[config.mk]
export PLATFORM = sky130hd
export DESIGN_NAME = seg_scan_decoder
export DESIGN_NICKNAME = d
export VERILOG_FILES = /design/src/rtl/seg7_pkg.sv /design/src/rtl/seg7_to_bcd.sv /design/src/rtl/seg_scan_decoder.sv
export SDC_FILE = /design/constraint.sdc
export NUM_CORES = 1
export LEC_CHECK = 0
export CORE_ASPECT_RATIO = 1.5
export CORE_MARGIN = 2
export CORE_UTILIZATION = 40
export DETAILED_ROUTE_END_ITERATION = 8
export GPL_TIMING_DRIVEN = 0
export PLACE_DENSITY = 0.59
export RECOVER_POWER = 25
export SLEW_MARGIN = 20
export SYNTH_ARGS = -nofsm -noshare
export SYNTH_HDL_FRONTEND = slang
export SYNTH_SLANG_ARGS = --single-unit
[constraint.sdc]
create_clock -name clk -period 2.9 [get_ports clk]
set_input_delay 0.58 -clock clk [delete_from_list [all_inputs] [get_ports clk]]
set_output_delay 0.58 -clock clk [all_outputs]
set_load 0.03 [all_outputs]
[src/rtl/seg7_pkg.sv]
`default_nettype none
// ============================================================================
// seg7_pkg -- segment codes, scan defaults and anode helpers shared by the
//             seven-segment encoder and decoder.  Rev 1.0
// ============================================================================
package seg7_pkg;

  // Active-low segment codes, bit order gfedcba
  localparam logic [6:0] SEG_0     = 7'h40;
  localparam logic [6:0] SEG_1     = 7'h79;
  localparam logic [6:0] SEG_2     = 7'h24;
  localparam logic [6:0] SEG_3     = 7'h30;
  localparam logic [6:0] SEG_4     = 7'h19;
  localparam logic [6:0] SEG_5     = 7'h12;
  localparam logic [6:0] SEG_6     = 7'h02;
  localparam logic [6:0] SEG_7     = 7'h78;
  localparam logic [6:0] SEG_8     = 7'h00;
  localparam logic [6:0] SEG_9     = 7'h10;
  localparam logic [6:0] SEG_BLANK = 7'h7F;

  localparam logic [3:0] AN_BLANK              = 4'hF;
  localparam int         STABLE_CYCLES_DEFAULT = 4;

  typedef struct packed {
    logic [3:0] an;
    logic [6:0] seg;
  } scan_sample_t;

  typedef enum logic [1:0] {
    AN_CLS_BLANK  = 2'd0,
    AN_CLS_ONEHOT = 2'd1,
    AN_CLS_MULTI  = 2'd2
  } an_class_e;

  function automatic an_class_e classify_an(input logic [3:0] an);
    case ($countones(~an))
      0:       return AN_CLS_BLANK;
      1:       return AN_CLS_ONEHOT;
      default: return AN_CLS_MULTI;
    endcase
  endfunction

  // Position of the lowest driven (low) anode; meaningful only for one-hot.
  function automatic logic [1:0] an_index(input logic [3:0] an);
    if (!an[0])      return 2'd0;
    else if (!an[1]) return 2'd1;
    else if (!an[2]) return 2'd2;
    else             return 2'd3;
  endfunction

endpackage
`default_nettype wire

[src/rtl/seg7_to_bcd.sv]
`default_nettype none
// ============================================================================
// seg7_to_bcd -- combinational segment-pattern to BCD lookup with legal flag.
//                Rev 1.0
// ============================================================================
module seg7_to_bcd
  import seg7_pkg::*;
(
  input  logic [6:0] seg_i,
  output logic [3:0] bcd_o,
  output logic       legal_o
);

  always_comb begin
    bcd_o   = 4'd0;
    legal_o = 1'b1;
    case (seg_i)
      SEG_0:   bcd_o = 4'd0;
      SEG_1:   bcd_o = 4'd1;
      SEG_2:   bcd_o = 4'd2;
      SEG_3:   bcd_o = 4'd3;
      SEG_4:   bcd_o = 4'd4;
      SEG_5:   bcd_o = 4'd5;
      SEG_6:   bcd_o = 4'd6;
      SEG_7:   bcd_o = 4'd7;
      SEG_8:   bcd_o = 4'd8;
      SEG_9:   bcd_o = 4'd9;
      default: legal_o = 1'b0;
    endcase
  end

endmodule
`default_nettype wire

[src/rtl/seg_scan_decoder.sv]
`default_nettype none
// ============================================================================
// seg_scan_decoder -- recovers BCD digits from a multiplexed, active-low
//                     seven-segment scan after a stable dwell.  Rev 1.0
// ============================================================================
module seg_scan_decoder
  import seg7_pkg::*;
#(
  parameter int STABLE_CYCLES = STABLE_CYCLES_DEFAULT
)
(
  input  logic       clk,
  input  logic       reset,
  input  logic [3:0] an,
  input  logic [6:0] seg,
  output logic [3:0] digit0,
  output logic [3:0] digit1,
  output logic [3:0] digit2,
  output logic [3:0] digit3,
  output logic [3:0] digit_valid,
  output logic       frame_done,
  output logic       err
);

  localparam logic [7:0] STABLE_W = 8'(STABLE_CYCLES);

  scan_sample_t sample_d, sample_q;
  logic [7:0]   cnt_d, cnt_q;
  logic [3:0]   digit_d [0:3];
  logic [3:0]   digit_q [0:3];
  logic [3:0]   valid_d, valid_q;
  logic [3:0]   mask_d, mask_q;
  logic         frame_d, frame_q;
  logic         err_d, err_q;

  logic         accept_w;
  an_class_e    cls_w;
  logic [1:0]   idx_w;
  logic [3:0]   bcd_w;
  logic         legal_w;

  assign sample_d = {an, seg};

  seg7_to_bcd u_lookup (
    .seg_i   (sample_q.seg),
    .bcd_o   (bcd_w),
    .legal_o (legal_w)
  );

  assign cls_w = classify_an(sample_q.an);
  assign idx_w = an_index(sample_q.an);

  // cnt_q counts repeats after the first sample, so STABLE_CYCLES-1 marks a full dwell;
  // saturating above that value makes the accept fire once per dwell.
  assign accept_w = (cnt_q == STABLE_W - 8'd1);

  always_comb begin
    cnt_d = 8'd0;
    if (sample_d == sample_q) begin
      cnt_d = (cnt_q == STABLE_W) ? cnt_q : cnt_q + 8'd1;
    end
  end

  always_comb begin
    digit_d = digit_q;
    valid_d = valid_q;
    frame_d = (mask_q == 4'hF);
    mask_d  = frame_d ? 4'h0 : mask_q;
    err_d   = 1'b0;
    if (accept_w) begin
      case (cls_w)
        AN_CLS_ONEHOT: begin
          mask_d[idx_w] = 1'b1;
          if (legal_w) begin
            digit_d[idx_w] = bcd_w;
            valid_d[idx_w] = 1'b1;
          end else begin
            valid_d[idx_w] = 1'b0;
            err_d          = 1'b1;
          end
        end
        AN_CLS_MULTI: err_d = 1'b1;
        default: ;
      endcase
    end
  end

  always_ff @(posedge clk) begin
    if (reset) begin
      sample_q <= {AN_BLANK, SEG_BLANK};
      cnt_q    <= 8'd0;
      for (int i = 0; i < 4; i++) digit_q[i] <= 4'd0;
      valid_q  <= 4'h0;
      mask_q   <= 4'h0;
      frame_q  <= 1'b0;
      err_q    <= 1'b0;
    end else begin
      sample_q <= sample_d;
      cnt_q    <= cnt_d;
      for (int i = 0; i < 4; i++) digit_q[i] <= digit_d[i];
      valid_q  <= valid_d;
      mask_q   <= mask_d;
      frame_q  <= frame_d;
      err_q    <= err_d;
    end
  end

  assign digit0      = digit_q[0];
  assign digit1      = digit_q[1];
  assign digit2      = digit_q[2];
  assign digit3      = digit_q[3];
  assign digit_valid = valid_q;
  assign frame_done  = frame_q;
  assign err         = err_q;

endmodule
`default_nettype wire

==> impl_metrics.py <==
metrics = {
    "outcome": {
        "outcome": "complete, no violations",
    },
    "synth": {
        "synth_ff_type": "dfxtp_1",
        "seq_area_frac_synth_pct": 40.91,
        "syn-num-nets": 248,
        "ys_seq_elements": 45,
        "synthCells": 229,
        "async_reset_ff_share_pct": 0,
        "synth_area_um2": 2202,
        "yosys_warnings": 0,
        "synth.avg_cell_area_um2": 9.616,
        "synth_edf_count": 0,
        "synthDistinctLibCells": 52,
    },
    "grt": {
        "grt.overflow.total": 0,
        "grt_pass1_wl_um": 7665,
        "antenna_found_initial": 0,
        "grt_max_degree": 15,
        "grtUsageTotal_pct": 16.19,
        "grt_pass1_vias": 1604,
    },
    "die": {
        "die_h_um": 94.88,
        "coreArea_um2": 5409,
        "start_util_pct": 40.71,
        "io-pin-count": 35,
        "die_area_um2": 6127,
        "rows": 33,
        "die_x_um": 64.58,
    },
    "sta": {
        "fin_skew_ns": 0.006579,
        "worst_pin_slew_ns": 0.6492,
        "slew_violations": 0,
        "rsz0062_at_grt": "false",
        "hold_violations": 0,
        "slew_headroom_pct": 56.26,
        "fmaxAchievable_ghz": 0.3727,
        "layout_min_cycle_time_ns": 2.683,
        "fin_crit_sh_pct": 92.52,
        "setup_viol": 0,
    },
    "power": {
        "power.total_mw": 1.252,
        "switching_share_pct": 23.15,
        "intPower_mw": 0.9625,
        "p_leak_nw": 1.043,
        "p_sw_mw": 0.2899,
        "ir_worst_vdd_uv": 269.1,
        "clkPwrFrac_pct": 39.9,
        "pwr-share-seq_pct": 50.6,
        "p_comb_share_pct": 9.5,
        "p_per_area_nw_per_um2": 449.3,
    },
    "layout": {
        "fin_nets": 293,
        "final_cell_area_um2": 2788,
        "final_util_pct": 51.54,
        "n_antenna_cell": 0,
        "drive_above_1_share_pct": 21.09,
        "syn_to_final_growth_pct": 26.59,
    },
    "cts": {
        "htree_levels": 2,
        "cts_max_path_buffers": 2,
        "root_buffer": "clkbuf_8",
        "cts.sinks": 45,
        "cts_buffers": 5,
        "clk_latency_ns": 0.30,
        "cts_tree": "done",
        "cts.clk_slew.worst_paths_ns": 0.09,
    },
    "place": {
        "place_hpwl_um": 3354,
        "gp_congestion": 0.7621,
        "placed_area_um2": 2630,
        "io_buffers": 34,
    },
    "detailed_routing": {
        "first_pass_iters": 4,
        "avgViaCountPerCell": 4.986,
        "drt_iter0_drc": 55,
        "drt_wl_total_um": 4440,
        "drc_errors": 0,
        "wl_per_cell_um": 12.87,
        "detail-route-antenna-nets": 0,
        "via_count": 1720,
    },
    "critical_path": {
        "required_ns": 3.08,
        "cp-end-kind": "register",
        "start_kind": "register",
        "worstPathArrival_ns": 2.86,
        "crit_type": "reg2reg",
        "critical_path.max_fanout": 5,
    },
    "hold_path": {
        "hold_class": "reg2reg",
    },
    "flow_run": {
        "cap_violations": 0,
    },
}
-- timing repair --
action | in CTS | in global routing
hold buffers | 0 | 0
setup endpoints to repair | 6 | 16
setup buffers | 4 | 0
pin swaps | 2 | 0
resized for setup | 0 | 4
-- synth_stat cells, drive strengths merged, types with 5 or more instances --
cell type	count	share of area, %
xor2	14	5.6
o2bb2ai	5	2.0
nor4	5	2.1
inv	7	1.2
nand2	12	2.3
nand3	6	1.4
buf	7	2.0
nor2b	15	4.3
nor2	12	2.5
xnor2	5	2.0
a21oi	11	2.5
o21ai	26	6.4
or2	13	3.7
dfxtp	45	41
nand4b	6	4.3
ha	5	2.8
-- power by group through the flow --
stage	Combinational, mW	Clock, mW	Sequential, mW
finish	0.119	0.500	0.634
global route	0.132	0.538	0.636
global placement	0.116	0	0.648
CTS	0.118	0.515	0.634
detailed placement	0.117	0	0.648
floorplan	0.0812	0	0.647
-- final timing paths --
check                            startpoint  slack, ns  depth (start not counted)         to
worst max-delay path            sample_q[7]       0.22                         10  digit3[0]
worst min register to register     register       0.46                          2   register
worst min-delay path               register       0.46                          2   register
worst max register to register  sample_q[7]       0.22                         10  digit3[0]
-- layout make-up --
type,count,area (um^2)
Fill cell,545,2621
Multi-Input combinational cell,167,1229
Sequential cell,45,903.4
Timing Repair Buffer,38,370.4
Tap cell,70,87.58
Clock buffer,6,82.58
Buffer,10,51.30
Clock inverter,2,37.54
Inverter,7,26.28
-- critical path, stage by stage (launching register included) --
cell and delay (ns):
dfxtp_2 0.37, fa_1 0.53, inv_1 0.04, ha_1 0.17
ha_1 0.32, or3b_4 0.44, nor2_4 0.15, nand4_1 0.14
buf_4 0.19, o21ai_0 0.13, o21ai_1 0.08
-- cells by family (layout without fill, tap and decap cells) --
group,after synthesis,after routing,share of synthesized area [%]
DFF,45,45,40.91
adders and majority gates,6,6,3.750
AOI/OAI and AO/OA,50,50,15.23
and+or+nand+nor,91,91,28.41
xor gates and xnor gates,19,19,7.557
muxes,1,1,0.4546
buffers and inverters,17,63,3.693
-- state kept, by name, indices dropped and copies added, names as in the netlist, named ones only --
| name | flops |
|---|---|
| digit3 | 4 |
| digit2 | 4 |
| mask_q | 4 |
| digit1 | 4 |
| digit0 | 4 |
| frame_done | 1 |
| err | 1 |
| cnt_q | 8 |
| sample_q | 11 |
-- routing by layer --
metal / vias to the layer above / GRT usage, % / part of all wire, %
li1: 898 / - / -
met1: 780 / 18.32 / 44
met2: 36 / 29.08 / 51
met3: 6 / 3.456 / 2.9
met4: 0 / 6.915 / 2.0
met5: - / 0 / 0
-- stage by stage --
step / setup TNS [ns] / std cells / hold WS [ns] / setup slack [ns]
floorplan: 0 / 229 / 0.4362 / 0.2405
global placement: -0.1594 / 333 / 0.4437 / -0.04014
detailed placement: -0.2955 / 333 / 0.4487 / -0.08844
CTS: 0 / 345 / 0.4613 / 0.05726
global route: 0 / 345 / 0.4820 / 0.04353
finish: 0 / 345 / 0.4568 / 0.2169
-- placed cells by master, fill, tap and decap left out, types with 2 or more instances in the layout --
master,n
dlygate4sd3_1,3
o2bb2ai_1,5
nor2_1,10
a21oi_1,11
nor4_1,4
buf_4,4
and2b_2,2
xnor2_1,5
nor3b_1,2
nand4b_2,2
clkdlybuf4s50_1,31
clkbuf_8,6
o21ai_0,7
dfxtp_1,43
clkbuf_1,4
nand4b_1,2
dfxtp_2,2
xor2_1,14
nand2_1,10
nand4b_4,2
inv_1,7
buf_2,5
nor2b_1,15
ha_1,5
nand3_1,6
o21ai_1,18
nor3_1,3
nand2_2,2
or2_2,13
nand4_1,3
No activity file was read; power rests on OpenSTA's default activity.
